File: src/rtl/score_text_renderer_if.sv
// Beam-in / glyph-out bundle between the HUD timing, char RAM, font ROM and the text renderer.
// The renderer takes the slave modport; the surrounding logic (or a bench) takes master.
interface score_text_renderer_if;
  logic        pix_en;
  logic [9:0]  DrawX;
  logic [9:0]  DrawY;
  logic        vsync;
  logic [7:0]  read_address;
  logic [7:0]  char_data;
  logic [10:0] font_addr;
  logic [7:0]  font_data;
  logic        text_on;
  logic [23:0] text_rgb;
  logic [7:0]  frame_cnt;

  modport slave (
    input  pix_en, DrawX, DrawY, vsync, char_data, font_data,
    output read_address, font_addr, text_on, text_rgb, frame_cnt
  );

  modport master (
    output pix_en, DrawX, DrawY, vsync, char_data, font_data,
    input  read_address, font_addr, text_on, text_rgb, frame_cnt
  );
endinterface

File: src/rtl/score_text_renderer.sv
// HUD text renderer: beam -> char RAM address -> font ROM row -> registered text pixel, 3 pix_en strobes of latency.
// Optional blinking characters via `define SCORE_TEXT_BLINK_EN (char_data[7] marks blink, gated by frame_cnt[5]).
module score_text_renderer #(
  parameter int          TEXT_X0 = 0,
  parameter int          TEXT_Y0 = 0,
  parameter int          COLS    = 80,
  parameter int          ROWS    = 2,
  parameter logic [23:0] FG_RGB  = 24'hFFFF00
) (
  input  logic                  Clk,
  input  logic                  Reset,
  score_text_renderer_if.slave  bus
);

  localparam logic [31:0] WIN_W  = 32'(COLS * 8);
  localparam logic [31:0] WIN_H  = 32'(ROWS * 16);
  localparam logic [15:0] COLS_W = 16'(COLS);

  logic [10:0] dx;
  logic [10:0] dy;
  logic        in_win;
  logic [15:0] addr_full;

  logic        v1;
  logic [3:0]  glyph_row;
  logic [2:0]  bit1;
  logic        v2;
  logic [2:0]  bit2;
  logic        text_on_q;
  logic [23:0] text_rgb_q;
  logic        text_on_next;

  logic        vsync_q;
  logic [7:0]  frame_cnt_q;

  // Unsigned 11-bit offsets: beam left of / above the origin wraps high and falls out of the window.
  always_comb begin
    dx        = {1'b0, bus.DrawX} - 11'(TEXT_X0);
    dy        = {1'b0, bus.DrawY} - 11'(TEXT_Y0);
    in_win    = ({21'd0, dx} < WIN_W) && ({21'd0, dy} < WIN_H);
    addr_full = ({9'd0, dy[10:4]} * COLS_W) + {8'd0, dx[10:3]};
  end

  assign bus.read_address = in_win ? addr_full[7:0] : 8'd0;
  assign bus.font_addr    = {bus.char_data[6:0], glyph_row};

`ifdef SCORE_TEXT_BLINK_EN
  logic blink1;
  logic blink2;

  // char_data is the RAM's output register, so it already sits beside font_addr as stage 1.
  assign blink1 = bus.char_data[7];

  always_ff @(posedge Clk) begin
    if (Reset) begin
      blink2 <= 1'b0;
    end else if (bus.pix_en) begin
      blink2 <= blink1;
    end
  end

  always_comb begin
    text_on_next = v2 && bus.font_data[3'd7 - bit2] && !(blink2 && frame_cnt_q[5]);
  end
`else
  logic unused_blink;
  assign unused_blink = bus.char_data[7];

  always_comb begin
    text_on_next = v2 && bus.font_data[3'd7 - bit2];
  end
`endif

  always_ff @(posedge Clk) begin
    if (Reset) begin
      v1         <= 1'b0;
      glyph_row  <= 4'd0;
      bit1       <= 3'd0;
      v2         <= 1'b0;
      bit2       <= 3'd0;
      text_on_q  <= 1'b0;
      text_rgb_q <= 24'd0;
    end else if (bus.pix_en) begin
      v1         <= in_win;
      glyph_row  <= dy[3:0];
      bit1       <= dx[2:0];
      v2         <= v1;
      bit2       <= bit1;
      text_on_q  <= text_on_next;
      text_rgb_q <= text_on_next ? FG_RGB : 24'd0;
    end
  end

  // Frame counter runs every clock, independent of the pixel strobe.
  always_ff @(posedge Clk) begin
    if (Reset) begin
      vsync_q     <= 1'b1;
      frame_cnt_q <= 8'd0;
    end else begin
      vsync_q <= bus.vsync;
      if (vsync_q && !bus.vsync) begin
        frame_cnt_q <= frame_cnt_q + 8'd1;
      end
    end
  end

  assign bus.text_on   = text_on_q;
  assign bus.text_rgb  = text_rgb_q;
  assign bus.frame_cnt = frame_cnt_q;

endmodule
File: src/flat_wrapper.sv
// flat-port wrapper written by rule: the top's interface ports become plain ports
module score_text_renderer_flat 
#(
  parameter int          TEXT_X0 = 0,
  parameter int          TEXT_Y0 = 0,
  parameter int          COLS    = 80,
  parameter int          ROWS    = 2,
  parameter logic [23:0] FG_RGB  = 24'hFFFF00
)
  (Clk, Reset, bus_pix_en, bus_DrawX, bus_DrawY, bus_vsync, bus_char_data, bus_font_data, bus_read_address, bus_font_addr, bus_text_on, bus_text_rgb, bus_frame_cnt);
  score_text_renderer_if bus_i ();
  input  logic Clk;
  input  logic Reset;
  input wire logic [$bits(bus_i.pix_en)-1:0] bus_pix_en;
  input wire logic [$bits(bus_i.DrawX)-1:0] bus_DrawX;
  input wire logic [$bits(bus_i.DrawY)-1:0] bus_DrawY;
  input wire logic [$bits(bus_i.vsync)-1:0] bus_vsync;
  input wire logic [$bits(bus_i.char_data)-1:0] bus_char_data;
  input wire logic [$bits(bus_i.font_data)-1:0] bus_font_data;
  output wire logic [$bits(bus_i.read_address)-1:0] bus_read_address;
  output wire logic [$bits(bus_i.font_addr)-1:0] bus_font_addr;
  output wire logic [$bits(bus_i.text_on)-1:0] bus_text_on;
  output wire logic [$bits(bus_i.text_rgb)-1:0] bus_text_rgb;
  output wire logic [$bits(bus_i.frame_cnt)-1:0] bus_frame_cnt;
  assign bus_i.pix_en = bus_pix_en;
  assign bus_i.DrawX = bus_DrawX;
  assign bus_i.DrawY = bus_DrawY;
  assign bus_i.vsync = bus_vsync;
  assign bus_i.char_data = bus_char_data;
  assign bus_i.font_data = bus_font_data;
  assign bus_read_address = bus_i.read_address;
  assign bus_font_addr = bus_i.font_addr;
  assign bus_text_on = bus_i.text_on;
  assign bus_text_rgb = bus_i.text_rgb;
  assign bus_frame_cnt = bus_i.frame_cnt;
  score_text_renderer #(.TEXT_X0(TEXT_X0), .TEXT_Y0(TEXT_Y0), .COLS(COLS), .ROWS(ROWS), .FG_RGB(FG_RGB)) u_core (.Clk(Clk), .Reset(Reset), .bus(bus_i));
endmodule
File: config.mk
export PLATFORM = sky130hd
export DESIGN_NAME = score_text_renderer_flat
export DESIGN_NICKNAME = d
export VERILOG_FILES = /design/src/rtl/score_text_renderer_if.sv /design/src/rtl/score_text_renderer.sv /design/src/flat_wrapper.sv
export SDC_FILE = /design/constraint.sdc
export NUM_CORES = 1
export LEC_CHECK = 0
export CORE_MARGIN = 2
export CORE_UTILIZATION = 39
export CTS_BUF_LIST = sky130_fd_sc_hd__clkbuf_2 sky130_fd_sc_hd__clkbuf_4 sky130_fd_sc_hd__clkbuf_8
export DETAILED_ROUTE_END_ITERATION = 16
export PLACE_DENSITY = 0.86
export SYNTH_ARGS = -nofsm -noshare
export SYNTH_HDL_FRONTEND = slang
export SYNTH_SLANG_ARGS = --single-unit
File: constraint.sdc
create_clock -name Clk -period 4.53 [get_ports Clk]
set_clock_uncertainty 0.2 [all_clocks]
set_input_delay 0.906 -clock Clk [delete_from_list [all_inputs] [get_ports Clk]]
set_output_delay 0.906 -clock Clk [all_outputs]
set_load 0.02 [all_outputs]
==> qor.log <==
INFO  outcome        outcome=finished, final reports clean
INFO  clock_tree     insertion_delay_to_the_later_sink_of_the_worst_skew_pair=0.29ns
INFO  die            floorplan.initialDensity=40.02%
INFO  place          gp_congestion=0.7835
INFO  finish         final_design_area_no_fill=1863um2
INFO  logic_synthesis yosys.cell_types.count=31
INFO  timing         final_min_period_over_clock_period=90.32%
INFO  logic_synthesis syn_inst=142
INFO  clock_tree     number_of_instances_resized_during_post_cts_repair=0
INFO  clock_tree     cts_setup_buffers=0
INFO  timing         finalHoldViolations=0
INFO  clock_tree     cts_buffer_depth=2
INFO  finish         layout.core_utilization=56.27%
INFO  logic_synthesis netlist_top_cells_area=dfxtp_1, buf_4, mux2i_1
INFO  logic_synthesis synthesis.area_per_instance=9.331um2
INFO  die            die_w=62.29um
INFO  finish         num-fill-cells=310
INFO  worst_setup_path cp-end-kind=output port
INFO  routing        post-route-drc-count=0
INFO  grt            total_global_route_track_usage=13.42%
INFO  timing         setup_repair_after_global_routing_missed_its_margin=false
INFO  timing         timing.fmax=0.2444GHz
INFO  timing         timing.max_slew.rel_slack=46.07%
INFO  timing         fin_setup_tns=0ns
INFO  routing        avgViaCountPerCell=4.476
INFO  grt            grt_pass1_wl=4257um
INFO  worst_setup_path critical_path.startpoint_type=input pin
INFO  logic_synthesis yosysSeqAreaShare=33.24%
INFO  place          placed_area=1841um2
INFO  grt            overflow=0
INFO  worst_setup_path required_time_at_the_worst_slack_endpoint=3.42ns
INFO  finish         leading_cell_types_in_the_layout_fill_and_taps_excluded=clkdlybuf4s50_1, nor2_1, dfxtp_1
INFO  timing         finalSetupViolations=0
INFO  clock_tree     cts_tree=built
INFO  place          place.port_buffers=68
INFO  logic_synthesis synth.top_cell.area_share=33.24%
INFO  logic_synthesis synthesis.yosys.warnings=0
INFO  finish         antenna_cells=0
INFO  timing         min_period=4.091ns
INFO  timing         timing_worst_slew_pin_value=0.8065ns
INFO  die            die_area=3879um2
INFO  routing        routed-via-count=1,034
INFO  finish         flow.area_growth_from_synthesis=40.60%
INFO  clock_tree     cts_htree_levels=1
INFO  grt            grt_start_max_net_pins=24
INFO  clock_tree     cts-buffers-inserted=3
INFO  clock_tree     cts-hold-fix-buffers=0
INFO  logic_synthesis synth-seq-cells=22
INFO  pwr            leakagePower=0.7446nW
INFO  routing        drt_first_pass_iters=4
INFO  min_path       hold_path_class=reg2reg
INFO  routing        routed_wirelength=2513um
INFO  worst_setup_path worst_ep_arrival_time=2.99ns
INFO  finish         layout.nets=233
INFO  finish         finished_layout_cells=231
INFO  pwr            cellPowerDensity=202.9nW/um2
INFO  die            rows=21
INFO  job            cap_viol_max_count=0
INFO  pwr            ir_worst_vdd=0.1093mV
INFO  logic_synthesis yosys.area.top_type=dfxtp_1
INFO  clock_tree     numClockSinks=22
INFO  clock_tree     cts.root.buffer_cell=clkbuf_4
INFO  grt            first_global_vias=985
INFO  timing         max_slew_violations=0
INFO  logic_synthesis syn_area=1325um2
INFO  routing        wire_per_inst=10.88um
INFO  grt            grt_antenna_before_repair=0
INFO  place          hpwlAfterDp=1977um
INFO  clock_tree     reg_clk_slew_reported_paths=0.11ns
INFO  die            core_region_area=3311um2
INFO  worst_setup_path worstPathMaxFanout=2
INFO  finish         layout_commonest_cell=clkdlybuf4s50_1
INFO  worst_setup_path path_class=in2out
INFO  place          dpl.cell_count=228
INFO  die            top_level_ports=92
INFO  routing        detailedRoute.firstIterationViolations=13
INFO  die            chip_height=62.29um
INFO  finish         drive_gt1_share=6.486%
INFO  routing        detail-route-antenna-nets=0
kinds of logic after synthesis:
| family | count (synthesis) | share of synthesized area [%] |
|---|---|---|
| other | 1 | 0.2830 |
| flip-flops | 22 | 33.24 |
| AO/OA/AOI/OAI | 6 | 3.400 |
| XOR/XNOR | 11 | 7.272 |
| multiplexers | 15 | 12.28 |
| buffers and inverters | 36 | 19.07 |
| adder cells (fa/ha/maj) | 6 | 6.232 |
| AND/OR/NAND/NOR | 45 | 18.23 |
per-stage QoR:
step | total power [mW] | hold WS [ns] | setup WS (ns)
final | 0.3781 | 0.3173 | 0.4385
after global routing | 0.4000 | 0.3341 | 0.2850
after CTS | 0.3853 | 0.3156 | 0.4258
after detailed placement | 0.2979 | 0.2825 | 0.4311
after global placement | 0.2956 | 0.2745 | 0.4278
after floorplan | 0.2685 | 0.2601 | 1.186
area by class of cell:
cell class	count	area [um2]	share of cell area [%]
repair buffers	68	680.7	36.53
multi-input cells	91	658.1	35.33
inverters	1	3.754	0.2015
clock buffers	3	22.52	1.209
flip-flops and latches	22	440.4	23.64
well taps	46	57.56	3.089
per-layer routing:
| metal | global-route usage, % | part of all wire (%) | vias up |
|---|---|---|---|
| met5 | 0 | 0 | - |
| met4 | 7.222 | 1.9 | 0 |
| met3 | 3.986 | 11 | 6 |
| met2 | 22.42 | 42 | 56 |
| met1 | 15.44 | 45 | 454 |
| li1 | - | - | 518 |
cell usage after synthesis, drive strengths merged:
cell type and count:
a2111oi 1, a21o 1, a21oi 1, a31oi 1, a32o 1, and2 7, and3 1, and4b 1
buf 32, clkbuf 3, conb 1, dfxtp 22, fa 1, ha 5, inv 1, mux2i 14
mux4 1, nand2 4, nand2b 1, nand4 3, nor2 22, nor2b 2, nor3 1, nor4 1
o21a 1, or2 1, or4 1, xnor2 3, xor2 8
registers in the layout, indices dropped and copies added (netlist names):
signal and flops:
u_core.v1 1, u_core.bus.frame_cnt 8, u_core.v2 1, u_core.vsync_q 1, u_core.glyph_row 4, u_core.bit2 3
u_core.bus.text_rgb 1, u_core.bit1 3
power by group:
part	switching [mW]	leakage, nW	internal [mW]
registers	0.00515	0.179	0.200
clock network	0.0541	0.0138	0.0309
logic	0.0378	0.551	0.0497
worst paths after layout:
check | from | slack, ns | cells past startpoint | end
hold / removal | u_core.glyph_row[1] | 0.32 | 2 | u_core.glyph_row[1]
setup / recovery | bus_DrawY[4] | 0.44 | 7 | bus_read_address[7]
hold reg to reg | u_core.glyph_row[1] | 0.32 | 2 | u_core.glyph_row[1]
setup reg to reg | u_core.bit2[0] | 2.89 | 3 | u_core.bus.text_rgb[22]
worst max-delay path: stages:
cell and delay [ns]:
clkdlybuf4s50_1 0.44, ha_1 0.30, ha_1 0.30, a21oi_1 0.17
xor2_1 0.14, and2_1 0.13, clkdlybuf4s50_1 0.59
Power figures use the tool's default switching activity.
